$ cat src/rtl/packet_receiver.sv
// packet_receiver: packet receiver that assembles HEAD/BODY/TAIL flits into a delivered summary.
//
// Optional feature macro: PKT_RX_TIMEOUT_EN enables the RECV idle watchdog.
// Without the macro there is no watchdog, RECV waits indefinitely and o_err_tmo is 0.
//
// Ports:
//   clk, reset_n        clock (rising edge), asynchronous active-low reset
//   i_flit              incoming flit (router_pkg::FLIT_t)
//   i_rec_req           upstream delivery request (informational; ack does not depend on it)
//   o_rec_ack           receiver accepts flits (IDLE and RECV)
//   o_pkt_valid         completed packet summary available (HOLD)
//   i_pkt_ready         consumer accepts the summary
//   o_pkt_xaddr/yaddr   head address of the delivered packet
//   o_pkt_len           body flit count
//   o_pkt_sum           modulo-2^16 sum of body data
//   o_pkt_addr_err      head address differs from {MY_X, MY_Y}
//   o_err_seq/ovf/tmo   one-cycle error pulses
//   o_pkt_count         delivered-packet counter

package router_pkg;
    typedef enum logic [1:0] {NONE = 2'd0, HEAD = 2'd1, BODY = 2'd2, TAIL = 2'd3} flit_type_t;
    typedef struct packed {
        logic       valid;
        flit_type_t flit_type;
        logic [7:0] xaddr;
        logic [7:0] yaddr;
        logic [15:0] data;
    } FLIT_t;
endpackage

module packet_receiver
    import router_pkg::*;
#(
    parameter int MY_X           = 3,
    parameter int MY_Y           = 3,
    parameter int MAX_BODY       = 8,
    parameter int TIMEOUT_CYCLES = 64
) (
    input  logic                        clk,
    input  logic                        reset_n,
    input  FLIT_t                       i_flit,
    input  logic                        i_rec_req,
    output logic                        o_rec_ack,
    output logic                        o_pkt_valid,
    input  logic                        i_pkt_ready,
    output logic [7:0]                  o_pkt_xaddr,
    output logic [7:0]                  o_pkt_yaddr,
    output logic [$clog2(MAX_BODY):0]   o_pkt_len,
    output logic [15:0]                 o_pkt_sum,
    output logic                        o_pkt_addr_err,
    output logic                        o_err_seq,
    output logic                        o_err_ovf,
    output logic                        o_err_tmo,
    output logic [15:0]                 o_pkt_count
);
    localparam int LW = $clog2(MAX_BODY) + 1;

    typedef enum logic [1:0] {IDLE, RECV, HOLD} state_t;

    state_t         state_q, state_d;
    logic [7:0]     xaddr_q, xaddr_d, yaddr_q, yaddr_d;
    logic [LW-1:0]  len_q, len_d;
    logic [15:0]    sum_q, sum_d, count_q, count_d;
    logic           addr_err_q, addr_err_d;
    logic           err_seq_q, err_seq_d, err_ovf_q, err_ovf_d, err_tmo_q, err_tmo_d;
    logic           smp, start;
    logic           unused_ok;

`ifdef PKT_RX_TIMEOUT_EN
    localparam int WW = $clog2(TIMEOUT_CYCLES + 1);
    logic [WW-1:0]  wdog_q, wdog_d;
    assign unused_ok = i_rec_req;
`else
    assign unused_ok = i_rec_req ^ (TIMEOUT_CYCLES == 0);
`endif

    assign o_rec_ack      = state_q != HOLD;
    assign o_pkt_valid    = state_q == HOLD;
    assign o_pkt_xaddr    = xaddr_q;
    assign o_pkt_yaddr    = yaddr_q;
    assign o_pkt_len      = len_q;
    assign o_pkt_sum      = sum_q;
    assign o_pkt_addr_err = addr_err_q;
    assign o_err_seq      = err_seq_q;
    assign o_err_ovf      = err_ovf_q;
    assign o_err_tmo      = err_tmo_q;
    assign o_pkt_count    = count_q;

    // Flits are only sampled while the receiver is acknowledging.
    assign smp = i_flit.valid && o_rec_ack;

    always_comb begin
        state_d    = state_q;
        xaddr_d    = xaddr_q;
        yaddr_d    = yaddr_q;
        len_d      = len_q;
        sum_d      = sum_q;
        count_d    = count_q;
        addr_err_d = addr_err_q;
        err_seq_d  = 1'b0;
        err_ovf_d  = 1'b0;
        err_tmo_d  = 1'b0;
        start      = 1'b0;
`ifdef PKT_RX_TIMEOUT_EN
        wdog_d     = wdog_q;
`endif
        case (state_q)
            IDLE: begin
                if (smp) begin
                    case (i_flit.flit_type)
                        HEAD:       start = 1'b1;
                        BODY, TAIL: err_seq_d = 1'b1;
                        default:    ;
                    endcase
                end
            end
            RECV: begin
                if (smp) begin
`ifdef PKT_RX_TIMEOUT_EN
                    wdog_d = '0;
`endif
                    case (i_flit.flit_type)
                        HEAD: begin
                            err_seq_d = 1'b1;
                            start     = 1'b1;
                        end
                        BODY: begin
                            if (len_q == LW'(MAX_BODY)) begin
                                err_ovf_d = 1'b1;
                                state_d   = IDLE;
                            end else begin
                                sum_d = sum_q + i_flit.data;
                                len_d = len_q + 1'b1;
                            end
                        end
                        TAIL:    state_d = HOLD;
                        default: ;
                    endcase
                end
`ifdef PKT_RX_TIMEOUT_EN
                // Watchdog fires on the cycle its count would reach TIMEOUT_CYCLES.
                else if (wdog_q == WW'(TIMEOUT_CYCLES - 1)) begin
                    err_tmo_d = 1'b1;
                    state_d   = IDLE;
                end else begin
                    wdog_d = wdog_q + 1'b1;
                end
`endif
            end
            HOLD: begin
                if (i_pkt_ready) begin
                    count_d = count_q + 16'd1;
                    state_d = IDLE;
                end
            end
            default: state_d = IDLE;
        endcase
        // A head (fresh or restarting) opens a new packet.
        if (start) begin
            xaddr_d    = i_flit.xaddr;
            yaddr_d    = i_flit.yaddr;
            len_d      = '0;
            sum_d      = '0;
            addr_err_d = (i_flit.xaddr != 8'(MY_X)) || (i_flit.yaddr != 8'(MY_Y));
            state_d    = RECV;
`ifdef PKT_RX_TIMEOUT_EN
            wdog_d     = '0;
`endif
        end
    end

    always_ff @(posedge clk or negedge reset_n) begin
        if (!reset_n) begin
            state_q    <= IDLE;
            xaddr_q    <= '0;
            yaddr_q    <= '0;
            len_q      <= '0;
            sum_q      <= '0;
            count_q    <= '0;
            addr_err_q <= 1'b0;
            err_seq_q  <= 1'b0;
            err_ovf_q  <= 1'b0;
            err_tmo_q  <= 1'b0;
`ifdef PKT_RX_TIMEOUT_EN
            wdog_q     <= '0;
`endif
        end else begin
            state_q    <= state_d;
            xaddr_q    <= xaddr_d;
            yaddr_q    <= yaddr_d;
            len_q      <= len_d;
            sum_q      <= sum_d;
            count_q    <= count_d;
            addr_err_q <= addr_err_d;
            err_seq_q  <= err_seq_d;
            err_ovf_q  <= err_ovf_d;
            err_tmo_q  <= err_tmo_d;
`ifdef PKT_RX_TIMEOUT_EN
            wdog_q     <= wdog_d;
`endif
        end
    end
endmodule

$ cat config.mk
export PLATFORM = sky130hd
export DESIGN_NAME = packet_receiver
export DESIGN_NICKNAME = d
export VERILOG_FILES = /design/src/rtl/packet_receiver.sv
export SDC_FILE = /design/constraint.sdc
export NUM_CORES = 1
export LEC_CHECK = 0
export BUFFER_PORTS_ARGS = -buffer_cell sky130_fd_sc_hd__buf_4
export CAP_MARGIN = 40
export CORE_MARGIN = 1.5
export CORE_UTILIZATION = 55
export CTS_CLUSTER_DIAMETER = 120
export DETAILED_ROUTE_END_ITERATION = 8
export PLACE_DENSITY = 0.94
export SYNTH_ARGS = -nofsm -noshare
export SYNTH_HDL_FRONTEND = slang
export SYNTH_SLANG_ARGS = --single-unit
$ cat constraint.sdc
create_clock -name clk -period 7.02 [get_ports clk]
set_input_delay 0.351 -clock clk [delete_from_list [all_inputs] [get_ports clk]]
set_output_delay 0.351 -clock clk [all_outputs]
set_load 0.005 [all_outputs]
==> out/summary.txt <==
largest net degree at the start of global routing: 58
Slew headroom: 52.0%
layout cell share with drive strength beyond 1: 33.5%
final setup fails: 0
First DRT Iteration DRCs: 112
Post-CTS Resized: 0
hpwl dp: 5.30 mm
crit path capture type: register
Clock Tree Buf Depth: 2
Final ANT Viol Nets: 0
startpoint types: register
first-pass GRT wire length: 11.9 mm
Critical R2R Capture: o_pkt_sum[8]
Netlist cell types: 48
end point of the critical path: o_pkt_sum[8]
Crit path required time: 7240 ps
DR top layer: met4
Die ar.: 6030 µm²
power density cells: 313 nW/µm²
number of enable flip-flop cells after synthesis: 0
Synth Register Bits: 57
Logic pwr share: 38.8%
Post-CTS Setup Repair Bufs: 0
Top-Level Pins: 97
Hold Buf Count CTS: 0
initial antenna violation count: 0
Synth area leader: dfrtp_1
IO Port Bufs: 94
crit path kind: reg -> reg
Place WS: 4540 ps
post-synth top area share: 46.6%
Max Cap Viol: 0
Final period util: 35.1%
ANT cells: 0
TritonRoute pass-1 iters: 4
cell count after synthesis: 296
Syn Nets: 354
Critical path origin: o_pkt_sum[0]
Metal-1 WL: 3.14 mm
Die Height: 77.6 µm
row count: 26
Worst VDD drop: 0.228 mV
Fin. Hold Viols: 0
gpl congestion: 0.868
switching share of power: 34.2%
total power: 1.26 mW
synth warn: 0
worst r2r path cells: 10
GRT Total Usage: 25.3%
Hold Crit Class: in -> async
metal2 WL: 3.82 mm
# H-tree levels: 3
WL final: 7.45 mm
Peak Freq: 406 MHz
CTS tree: done
initial core utilization: 58.5%
Pins Over Slew Limit: 0
r2r setup slk: 4560 ps
metal3 WL: 309 µm
number of global-route vias before repair: 2,620
post-synthesis sequential area ratio: 46.6%
final critical-path required period: 2460 ps
DR vias/cell: 5.67
setup ws final: 4560 ps
ys flop type: dfrtp_1
Core ar.: 5240 µm²
area grow syn2layout: 31.8%
Nets: 453
Async S/R FF share, synth: 100%
residual DRC count: 0
clock sinks: 57
status: finished, final reports clean
Post-Syn Area: 3060 µm²
crit path DAT: 2680 ps
clock power share: 24.3%
sequential share of power: 36.9%
worst r2r src: o_pkt_sum[0]
P_leak: 1.95 nW
RSZ-0062 raised after global routing: false
post-DR wirelength/cell: 15.9 µm
final setup skew: 5.92 ps
post-route setup TNS: 0 ps
Clk Latency, worst-skew pair: 330 ps
Internal: 833 µW
Synth Area per Inst: 10.3 µm²
sw power: 432 µW
critical-path maximum fanout: 4
clock-pin slew of the registers on the worst-case setup and hold paths: 70 ps
root buffer cell: clkbuf_8
via count: 2,664
Die X: 77.6 µm
Num CTS Buffers: 9
GRT Residual Overflow: 0
top post-synthesis cells by area: dfrtp_1 (47%), ha_1 (7.4%), mux2_2 (6.6%)
Worst Tran Pin Value: 721 ps
[cells in the mapped netlist (all sizes together), types with 4 or more instances]
library cell and number:
nand2b 4, nor2 22, ha 18, nor3 5, mux2 18, o21a 5
inv 9, o21ai 18, nand4 4, xor2 11, nor4 5, clkbuf 7
nand2 29, nand3 10, or3 4, dfrtp 57, nor2b 5, xnor2 14
a21oi 13
[layout by cell type, fill, tap and decap left out, types with 3 or more instances in the layout]
cell / synthesis / layout
o31ai_1: 3 / 3
or3_1: 4 / 4
nor3_1: 5 / 5
a22o_1: 3 / 3
nand4_1: 4 / 4
a211oi_1: 3 / 3
mux2_2: 18 / 18
nor2_1: 22 / 22
dfrtp_1: 57 / 57
ha_1: 18 / 18
buf_4: 1 / 97
nand3_1: 10 / 10
nand2b_1: 3 / 3
nand2_1: 29 / 29
a21oi_1: 13 / 13
and3_1: 3 / 3
inv_1: 9 / 9
o21a_1: 5 / 5
xnor2_1: 14 / 14
o21ai_0: 17 / 17
nor4_1: 4 / 4
xor2_1: 11 / 11
clkbuf_8: 0 / 10
nor2b_1: 5 / 5
[logic make-up (layout without fill, tap and decap cells)]
family	after synthesis	after routing	synth area share, %
flops	57	57	46.6
compound gates	59	59	12.7
other cells	1	1	0.122
fa+ha+maj	19	19	8.01
simple gates	98	98	16.1
xor+xnor	25	25	7.15
mux	19	19	6.94
buf+inv	18	122	2.37
[area by class of cell]
cell class | instances | area (µm²)
repair buffers | 97 | 728
clock inverters | 5 | 55.1
clock buffers | 11 | 141
well taps | 70 | 87.6
flip-flops and latches | 57 | 1430
fillers | 357 | 1200
inverters | 9 | 33.8
multi-input cells | 221 | 1560
[worst min-delay path by stage]
stage             from       endpoint
2_1_floorplan  reset_n      o_err_ovf
3_3_place_gp   reset_n  o_pkt_sum[13]
3_5_place_dp   reset_n  o_pkt_sum[13]
4_1_cts        reset_n  o_pkt_sum[13]
5_1_grt        reset_n   o_pkt_sum[5]
6_report       reset_n  o_pkt_sum[13]
[stage by stage]
stage / std cells / util [%] / hold slack, ps / cell area, µm²
CTS: 470 / 77.1 / 95.5 / 4040
detailed placement: 454 / 73.3 / 451 / 3840
floorplan: 296 / - / 55.4 / 3060
global placement: 454 / 73.3 / 445 / 3840
finish: 470 / 77.1 / 80.1 / 4040
global route: 470 / 77.1 / 140 / 4040
[worst max-delay path, cell delays in order (launching register included)]
cell and delay [ps]:
dfrtp_1 410, ha_1 210, inv_1 70, fa_1 190, nor2b_1 60, o21a_1 170
o21ai_1 300, a21oi_1 190, o21a_1 210, or3_1 300, a32o_1 250
[flip-flops by register name (all words and copies together), names as in the netlist]
register	count
o_pkt_xaddr	8
state_q	2
o_pkt_count	16
o_pkt_yaddr	8
o_pkt_sum	16
o_pkt_len	4
o_pkt_addr_err	1
o_err_seq	1
o_err_ovf	1
[power groups by stage]
stage          combinational, mW  sequential, mW  clock [mW]
4_1_cts                    0.490           0.465       0.310
5_1_grt                    0.542           0.477       0.326
3_3_place_gp               0.463           0.465           0
2_1_floorplan              0.285           0.466           0
6_report                   0.490           0.467       0.308
3_5_place_dp               0.487           0.470           0
[layer usage]
layer,vias to the layer above,global-route usage (%)
met5,-,0
met1,1311,29.6
met3,16,4.12
met2,78,45.7
met4,0,10.5
li1,1259,-
Note: power is estimated with default switching activity, not from simulation.
